==> config.mk <==
export PLATFORM = sky130hd
export DESIGN_NAME = mem_wb_pipe_stage
export DESIGN_NICKNAME = d
export VERILOG_FILES = /design/src/rtl/arm_pipe_pkg.sv /design/src/rtl/pipe_skid_buf.sv /design/src/rtl/mem_wb_pipe_stage.sv
export SDC_FILE = /design/constraint.sdc
export NUM_CORES = 1
export LEC_CHECK = 0
export ABC_AREA = 0
export BUFFER_PORTS_ARGS = -buffer_cell sky130_fd_sc_hd__buf_2
export CORE_MARGIN = 8
export CORE_UTILIZATION = 49
export CTS_BUF_LIST = sky130_fd_sc_hd__clkbuf_16
export CTS_CLUSTER_DIAMETER = 120
export DETAILED_ROUTE_END_ITERATION = 10
export PLACE_DENSITY = 0.73
export SLEW_MARGIN = 20
export SYNTH_ARGS = -nofsm -noshare
export SYNTH_HDL_FRONTEND = slang
export SYNTH_SLANG_ARGS = --single-unit
==> constraint.sdc <==
create_clock -name clk -period 7.7 [get_ports clk]
set_clock_uncertainty 0.1 [all_clocks]
set_input_delay 0.77 -clock clk [delete_from_list [all_inputs] [get_ports clk]]
set_output_delay 0.77 -clock clk [all_outputs]
set_load 0.01 [all_outputs]
==> src/rtl/arm_pipe_pkg.sv <==
// ============================================================================
// Module : arm_pipe_pkg
// Brief  : Shared pipeline types, default widths and skid-buffer state codes.
// Rev    : 1.0 - initial release
// ============================================================================
`default_nettype none

package arm_pipe_pkg;

    localparam int DEF_DATA_W     = 32;
    localparam int DEF_REG_ADDR_W = 4;

    localparam logic [1:0] ST_EMPTY = 2'b00;
    localparam logic [1:0] ST_ONE   = 2'b01;
    localparam logic [1:0] ST_FULL  = 2'b10;

    typedef struct packed {
        logic                      wb_en;
        logic                      mem_r_en;
        logic [DEF_DATA_W-1:0]     alu_res;
        logic [DEF_DATA_W-1:0]     mem_data;
        logic [DEF_REG_ADDR_W-1:0] dest;
    } wb_payload_t;

endpackage

`default_nettype wire

==> src/rtl/pipe_skid_buf.sv <==
// ============================================================================
// Module : pipe_skid_buf
// Brief  : Generic 2-entry valid/ready skid buffer; in_ready comes from state only.
// Rev    : 1.0 - initial release
// ============================================================================
`default_nettype none

module pipe_skid_buf
    import arm_pipe_pkg::*;
#(
    parameter int W = 8
) (
    input  logic         clk,
    input  logic         rst,
    input  logic         flush,
    input  logic         in_valid,
    output logic         in_ready,
    input  logic [W-1:0] in_data,
    output logic         out_valid,
    input  logic         out_ready,
    output logic [W-1:0] out_data,
    output logic [W-1:0] skid_data,
    output logic [1:0]   state
);

    logic [1:0]   state_reg;
    logic [W-1:0] main_reg;
    logic [W-1:0] skid_reg;
    logic         in_fire;
    logic         out_fire;

    assign in_ready  = (state_reg != ST_FULL);
    assign out_valid = (state_reg != ST_EMPTY);
    assign in_fire   = in_valid & in_ready;
    assign out_fire  = out_valid & out_ready;
    assign out_data  = main_reg;
    assign skid_data = skid_reg;
    assign state     = state_reg;

    always_ff @(posedge clk or posedge rst) begin
        if (rst) begin
            state_reg <= ST_EMPTY;
            main_reg  <= '0;
            skid_reg  <= '0;
        end else if (flush) begin
            // Payload is left untouched; only occupancy is dropped.
            state_reg <= ST_EMPTY;
        end else begin
            case (state_reg)
                ST_EMPTY: begin
                    if (in_fire) begin
                        state_reg <= ST_ONE;
                        main_reg  <= in_data;
                    end
                end
                ST_ONE: begin
                    if (in_fire && out_fire) begin
                        main_reg <= in_data;
                    end else if (in_fire) begin
                        state_reg <= ST_FULL;
                        skid_reg  <= in_data;
                    end else if (out_fire) begin
                        state_reg <= ST_EMPTY;
                    end
                end
                ST_FULL: begin
                    if (out_fire) begin
                        state_reg <= ST_ONE;
                        main_reg  <= skid_reg;
                    end
                end
                default: state_reg <= ST_EMPTY;
            endcase
        end
    end

endmodule

`default_nettype wire

==> src/rtl/mem_wb_pipe_stage.sv <==
// ============================================================================
// Module : mem_wb_pipe_stage
// Brief  : MEM->WB stage: skid-buffered writeback payload, flush, stall counter.
//          Optional forwarding taps enabled by defining MEM_WB_FWD_EN.
// Rev    : 1.0 - initial release
// ============================================================================
`default_nettype none

module mem_wb_pipe_stage
    import arm_pipe_pkg::*;
#(
    parameter int DATA_W      = DEF_DATA_W,
    parameter int REG_ADDR_W  = DEF_REG_ADDR_W,
    parameter int STALL_CNT_W = 16
) (
    input  logic                   clk,
    input  logic                   rst,
    input  logic                   flush,
    input  logic                   in_valid,
    output logic                   in_ready,
    input  logic                   in_wb_en,
    input  logic                   in_mem_r_en,
    input  logic [DATA_W-1:0]      in_alu_res,
    input  logic [DATA_W-1:0]      in_mem_data,
    input  logic [REG_ADDR_W-1:0]  in_dest,
    output logic                   out_valid,
    input  logic                   out_ready,
    output logic                   out_wb_en,
    output logic [REG_ADDR_W-1:0]  out_dest,
    output logic [DATA_W-1:0]      out_wb_value,
    output logic [STALL_CNT_W-1:0] stall_cycles
`ifdef MEM_WB_FWD_EN
    ,
    output logic                   fwd_valid,
    output logic [REG_ADDR_W-1:0]  fwd_dest,
    output logic [DATA_W-1:0]      fwd_value,
    output logic                   fwd2_valid,
    output logic [REG_ADDR_W-1:0]  fwd2_dest,
    output logic [DATA_W-1:0]      fwd2_value
`endif
);

    localparam int PAY_W = 1 + REG_ADDR_W + DATA_W;

    logic [PAY_W-1:0]       in_pay;
    logic [PAY_W-1:0]       main_pay;
    logic [PAY_W-1:0]       skid_pay;
    logic [1:0]             buf_state;
    logic [STALL_CNT_W-1:0] stall_reg;

    // Value select happens before capture so the output value is a plain flop.
    assign in_pay = {in_wb_en, in_dest, (in_mem_r_en ? in_mem_data : in_alu_res)};

    pipe_skid_buf #(
        .W(PAY_W)
    ) u_skid_buf (
        .clk       (clk),
        .rst       (rst),
        .flush     (flush),
        .in_valid  (in_valid),
        .in_ready  (in_ready),
        .in_data   (in_pay),
        .out_valid (out_valid),
        .out_ready (out_ready),
        .out_data  (main_pay),
        .skid_data (skid_pay),
        .state     (buf_state)
    );

    assign out_wb_en    = out_valid & main_pay[PAY_W-1];
    assign out_dest     = main_pay[DATA_W +: REG_ADDR_W];
    assign out_wb_value = main_pay[DATA_W-1:0];
    assign stall_cycles = stall_reg;

    always_ff @(posedge clk or posedge rst) begin
        if (rst) begin
            stall_reg <= '0;
        end else if (out_valid && !out_ready && !(&stall_reg)) begin
            stall_reg <= stall_reg + 1'b1;
        end
    end

`ifdef MEM_WB_FWD_EN
    assign fwd_valid  = out_wb_en;
    assign fwd_dest   = out_dest;
    assign fwd_value  = out_wb_value;
    assign fwd2_valid = (buf_state == ST_FULL) & skid_pay[PAY_W-1];
    assign fwd2_dest  = skid_pay[DATA_W +: REG_ADDR_W];
    assign fwd2_value = skid_pay[DATA_W-1:0];
`else
    logic unused_fwd_taps;
    assign unused_fwd_taps = ^{skid_pay, buf_state};
`endif

endmodule

`default_nettype wire
[Word level (Yosys, flattened, before mapping)]
Index checks and enable logic that the tools add are counted.
Storage, ports and cells
  bits in registers: 92
  bits of input ports: 75
  output and inout port bits: 55
  word-level logic and storage cells: 44
Operators by class
  add/subtract/negate cells: 1
  equal/unequal tests: 10
  muxes and demuxes: 12
  bitwise logic cells: 5
  reductions and logical operators: 12
Operators with widths (count)
  two-way mux 37 bit: 3
  case mux 37 bit (3 select lines): 1
  two-way mux 32 bit: 1
  adder 16 x 1 -> 16 bit (second input constant): 1
  AND reduction 16 bit: 1
  two-way mux 2 bit: 6
  AND reduction 4 bit: 2
  inequality test 2 x 1 -> 1 bit (second input constant): 3
  inequality test 3 x 2 -> 1 bit (second input constant): 2
  case mux 2 bit (3 select lines): 1
  AND reduction 5 bit: 1
  inequality test 4 x 2 -> 1 bit (second input constant): 1
  bitwise AND 1 bit: 3
  logical AND 1 bit: 3
  inequality test 3 bit (second input constant): 1
  nonzero test 3 bit: 1
  == test 2 x 1 -> 1 bit (second input constant): 1
  == test 2 bit (second input constant): 1
  zero test 1 bit: 2
  zero test 2 bit: 1
  inequality test 2 bit (second input constant): 1
  inverter 1 bit: 2
  nonzero test 2 bit: 1

[Longest topological paths before layout]
  depth in word-level cells: 7
  gate-level depth with buffers: 6

[By module]
From an unflattened synthesis, not the netlist that was laid out.
Unflattened totals
  cells, all modules: 319
  area, all modules: 4478.0 µm²
Modules (own cells, without submodules)
  pipe_skid_buf: instances 1, cells an instance 214, area each 3326.9 µm², seq. area each 1901.8 µm²
  mem_wb_pipe_stage: instances 1, cells an instance 105, area each 1151.1 µm², seq. area each 400.4 µm²

[Worst setup path before layout]
No wires, ideal clock.
  path kind: input to register
  start point: in in_mem_r_en
  end point: reg u_skid_buf.main_reg[18], in the netlist u_skid_buf.out_data[18]
  library setup time: 0.125 ns
  data arrival time: 2.004 ns
  slack: 5.471 ns
  stages: 5
  path buffers: 2
  cells stage by stage: clkbuf_1 clkbuf_1 mux2i_1 o21ai_0 mux2_2
On the way
  cells in the longest elaborated chain, start to end: 3
  elaborated cells on any way between the ends: 4
Ends and longest elaborated chain
  start, declared: RTL line mem_wb_pipe_stage.sv:22  | input logic in_mem_r_en,
  two-way mux 32 bit *: RTL line mem_wb_pipe_stage.sv:52  | assign in_pay = {in_wb_en, in_dest, (in_mem_r_en ? in_mem_data : in_alu_res)};
  two-way mux 37 bit (on tied branches): RTL line pipe_skid_buf.sv:57, pipe_skid_buf.sv:51
  case mux 37 bit (3 select lines) *: RTL line pipe_skid_buf.sv:49  | case (state_reg)
  end signal, assigned: RTL line pipe_skid_buf.sv:53  | main_reg <= in_data;
  end signal, assigned: RTL line pipe_skid_buf.sv:58  | main_reg <= in_data;
  end signal, assigned: RTL line pipe_skid_buf.sv:69  | main_reg <= skid_reg;
  end, declared: RTL line pipe_skid_buf.sv:27  | logic [W-1:0] main_reg;
Every way passes the cells marked *; elsewhere a longest branch is shown, timed or not. The select of a mux whose other input is x is not followed.
A chain may end at the register's enable or synchronous reset.

[Worst setup path in the final report]
  start point: reg u_skid_buf.state_reg[0], in the netlist u_skid_buf.state[0]
  end point: out out_wb_en
On the way
  cells in the longest elaborated chain, start to end: 2
Ends and longest elaborated chain
  start, declared: RTL line pipe_skid_buf.sv:26  | logic [1:0] state_reg;
  start signal, assigned: RTL line pipe_skid_buf.sv:42  | state_reg <= ST_EMPTY;
  start signal, assigned: RTL line pipe_skid_buf.sv:47  | state_reg <= ST_EMPTY;
  start signal, assigned: RTL line pipe_skid_buf.sv:52  | state_reg <= ST_ONE;
  nonzero test 2 bit: RTL line pipe_skid_buf.sv:33  | assign out_valid = (state_reg != ST_EMPTY);
  bitwise AND 1 bit: RTL line mem_wb_pipe_stage.sv:70  | assign out_wb_en = out_valid & main_pay[PAY_W-1];
  end, declared: RTL line mem_wb_pipe_stage.sv:28  | output logic out_wb_en,
Every way passes these cells.

==> results.tsv <==
metric	value	unit
stage delay of the slowest cell on the critical path	0.50	ns
via count	3289	
total routing resource utilization after global routing	15.5	%
cells traversed along the worst timing path	or2_2 -> and2_1 -> buf_2	
hold_buf cts	0	
number of cells on the critical path	3	
latest clock arrival within the worst-skew pair	0.33	ns
data arrival at the endpoint of the critical path	1.51	ns
initial antenna violation count	0	
peak ir drop on the vdd network	0.000116	V
net count after synthesis	512	
filler instances	786	
total standard cell area after synthesis	4580	um^2
via density per instance	5.17	
number of register bits inferred by synthesis	92	
count of buffers added by post-CTS timing repair for setup	0	
worst hold slack after final layout	0.382	ns
number of setup violations in the final report	0	
Setup crit start kind	flop	
cell types with the largest area share after synthesis	sky130_fd_sc_hd__dfrtp_1 (50%), sky130_fd_sc_hd__mux2_2 (12%), sky130_fd_sc_hd__mux2i_1 (7.2%)	
number of global-route vias before repair	3409	
WS Path Type	reg -> out	
cts bufs inserted	9	
Least-Margin Pin Slew	0.931	ns
met2 wire length	4890	um
R2R cell count	5	
total grt overflow	0	
CP max-delay cell	sky130_fd_sc_hd__dfrtp_1	
asr flop ratio synth	100	%
TritonRoute pass-1 iters	4	
routed metal-1 wire length	4100	um
leakage power of the design	0.00258	uW
initial drt markers	106	
post-synthesis cell type with the largest combined area	sky130_fd_sc_hd__dfrtp_1	
ant diodes	0	
Die Outline Area	12700	um^2
floorplan die height	113	um
Worst Setup End Kind	output pin	
Util after Layout	58.7	%
final hold vios	0	
port buffer count	129	
most instantiated flip-flop cell in the synthesis netlist	sky130_fd_sc_hd__dfrtp_1	
largest fanout of any net on the critical path	8	
half-perimeter wire length after placement	7110	um
Post-layout nets	596	
register area share after synthesis	50.3	%
Post-Route Setup TNS	0	ns
TritonCTS clock tree	done	
area share of the largest cell type after synthesis	50.3	%
# rows	35	
final period utilization	30.9	%
detailed-route DRC error count	0	
Worst slew margin	37.9	%
starting density of the core	50.0	%
number of clock sinks	92	
number of enable-type register cells in the synthesized netlist	0	
H-tree depth	3	
uppermost routed layer	met4	
Bufs on Longest Clock Path	2	
final design area excluding fillers	5370	um^2
outcome	complete, no violations	
Area Growth Syn to Fin	17.4	%
gate count after technology mapping	436	
crit path time final	2.38	ns
wire length of the first global-routing pass	16000	um
gp weighted congestion	0.757	
Hold Path Depth	2	
register clock-pin slew on the reported worst setup and hold paths	0.06	ns
worst path buffer plus inverter count	1	
antenna-violating nets left	0	
data required time of the critical path	6.83	ns
Hold/Removal Path Class	reg -> reg	
post-cts sizing count	0	
Final Max Tran Viols	0	
Highest Clock Rate	420	MHz
root cell of the clock tree	sky130_fd_sc_hd__clkbuf_16	
DR WL/cell	15.2	um
placed cell areas	5040	um^2
Core ar.	9150	um^2
Yosys cell types	34	
number of warnings printed during yosys synthesis	0	
cell area power density	257	nW/um^2
unrepaired setup endpoints after global routing	false	
fraction of final layout cells sized beyond drive strength 1	39.0	%
pin count of the biggest net entering global routing	70	
Die X-Extent	113	um
post-layout power	1380	uW
critical path's top delay family	simple AND/OR/NAND/NOR gates	
count of maximum capacitance violations	0	
sum of met3 wire segment lengths after detailed routing	558	um
Boundary Pins	130	
post-synthesis area per instance	10.5	um^2
Total Routed Length	9700	um
-- cell type report --
type | count | area, um^2 | share of cell area, %
Clock buffer | 9 | 225 | 4.19
Timing Repair Buffer | 132 | 688 | 12.8
Sequential cell | 92 | 2300 | 42.9
Inverter | 4 | 16.3 | 0.303
Multi-Input combinational cell | 281 | 1930 | 35.8
Tap cell | 111 | 139 | 2.59
Clock inverter | 7 | 75.1 | 1.40
-- cell usage in the layout (no fill, tap or decap), types with 2 or more instances in the layout --
master | synthesis | final
sky130_fd_sc_hd__clkbuf_16 | 0 | 9
sky130_fd_sc_hd__nand4_1 | 4 | 4
sky130_fd_sc_hd__and2_1 | 2 | 2
sky130_fd_sc_hd__nand2_1 | 70 | 70
sky130_fd_sc_hd__nor2b_1 | 3 | 2
sky130_fd_sc_hd__inv_1 | 4 | 3
sky130_fd_sc_hd__xnor2_1 | 7 | 7
sky130_fd_sc_hd__nor4_1 | 4 | 4
sky130_fd_sc_hd__mux2i_1 | 33 | 33
sky130_fd_sc_hd__a21oi_1 | 2 | 2
sky130_fd_sc_hd__clkinvlp_4 | 0 | 3
sky130_fd_sc_hd__xor2_1 | 5 | 5
sky130_fd_sc_hd__nand3_1 | 10 | 9
sky130_fd_sc_hd__o21ai_0 | 64 | 64
sky130_fd_sc_hd__nor2_1 | 9 | 9
sky130_fd_sc_hd__buf_4 | 36 | 2
sky130_fd_sc_hd__dfrtp_1 | 92 | 92
sky130_fd_sc_hd__nor3_1 | 3 | 3
sky130_fd_sc_hd__inv_6 | 0 | 2
sky130_fd_sc_hd__o21bai_1 | 3 | 2
sky130_fd_sc_hd__a31oi_1 | 2 | 2
sky130_fd_sc_hd__or4_1 | 2 | 2
sky130_fd_sc_hd__clkinv_2 | 0 | 2
sky130_fd_sc_hd__mux2_2 | 47 | 47
sky130_fd_sc_hd__buf_2 | 7 | 129
-- Yosys cell counts, types with 2 or more instances --
library cell	count
sky130_fd_sc_hd__inv_1	4
sky130_fd_sc_hd__and2_1	2
sky130_fd_sc_hd__a21oi_1	2
sky130_fd_sc_hd__nand4_1	4
sky130_fd_sc_hd__mux2i_1	33
sky130_fd_sc_hd__mux2_2	47
sky130_fd_sc_hd__nor2_1	9
sky130_fd_sc_hd__dfrtp_1	92
sky130_fd_sc_hd__a31oi_1	2
sky130_fd_sc_hd__o21bai_1	3
sky130_fd_sc_hd__buf_2	7
sky130_fd_sc_hd__xor2_1	5
sky130_fd_sc_hd__xnor2_1	7
sky130_fd_sc_hd__nand3_1	10
sky130_fd_sc_hd__nor3_1	3
sky130_fd_sc_hd__or4_1	2
sky130_fd_sc_hd__nor2b_1	3
sky130_fd_sc_hd__clkbuf_1	13
sky130_fd_sc_hd__nor4_1	4
sky130_fd_sc_hd__buf_4	36
sky130_fd_sc_hd__o21ai_0	64
sky130_fd_sc_hd__buf_1	3
sky130_fd_sc_hd__nand2_1	70
-- layer usage --
metal  global-route usage (%)  vias up
met1                     17.8     1573
met5                        0        -
met3                     4.35       10
met4                     6.12        0
li1                         -     1632
met2                     26.6       74
-- cells by family after synthesis --
group / Yosys count / share of synthesized area (%)
buf+inv: 63 / 8.31
simple gates: 113 / 11.1
xor+xnor: 12 / 2.30
compound gates: 74 / 8.58
fa+ha+maj: 1 / 0.273
mux: 81 / 19.1
flops: 92 / 50.3
-- per-stage QoR --
stage          setup slack (ns)  instances
3_3_place_gp               4.87        619
3_5_place_dp               4.79        619
2_1_floorplan              4.44        436
6_report                   5.32        636
5_1_grt                    5.25        636
4_1_cts                    5.14        635
-- final timing paths --
kind	endpoint	slack [ns]	start
setup / recovery	out_wb_en	5.32	u_skid_buf.state[0]$_DFFE_PP0P_
hold reg to reg	u_skid_buf.skid_data[24]$_DFFE_PP0P_	0.38	u_skid_buf.skid_data[24]$_DFFE_PP0P_
min in group asynchronous	stall_cycles[15]$_DFFE_PP0P_	0.42	rst
setup reg to reg	u_skid_buf.out_data[2]$_DFFE_PP0P_	5.58	u_skid_buf.state[1]$_DFFE_PP0P_
max in group asynchronous	u_skid_buf.out_data[32]$_DFFE_PP0P_	5.94	rst
hold / removal	u_skid_buf.skid_data[24]$_DFFE_PP0P_	0.38	u_skid_buf.skid_data[24]$_DFFE_PP0P_
-- worst reg2reg max path, stage by stage (launching register included) --
cell                       delay, ns
sky130_fd_sc_hd__dfrtp_1        0.48
sky130_fd_sc_hd__mux2i_1        0.22
sky130_fd_sc_hd__nor2_1         0.10
sky130_fd_sc_hd__o21bai_4       0.48
sky130_fd_sc_hd__buf_16         0.25
sky130_fd_sc_hd__mux2_2         0.36
-- report_power, final --
| group | switching, uW | internal (uW) |
|---|---|---|
| Sequential | 68.0 | 592 |
| Combinational | 141 | 143 |
| Clock | 184 | 253 |
| Total | 393 | 988 |
(Power assumes the default switching activity.)
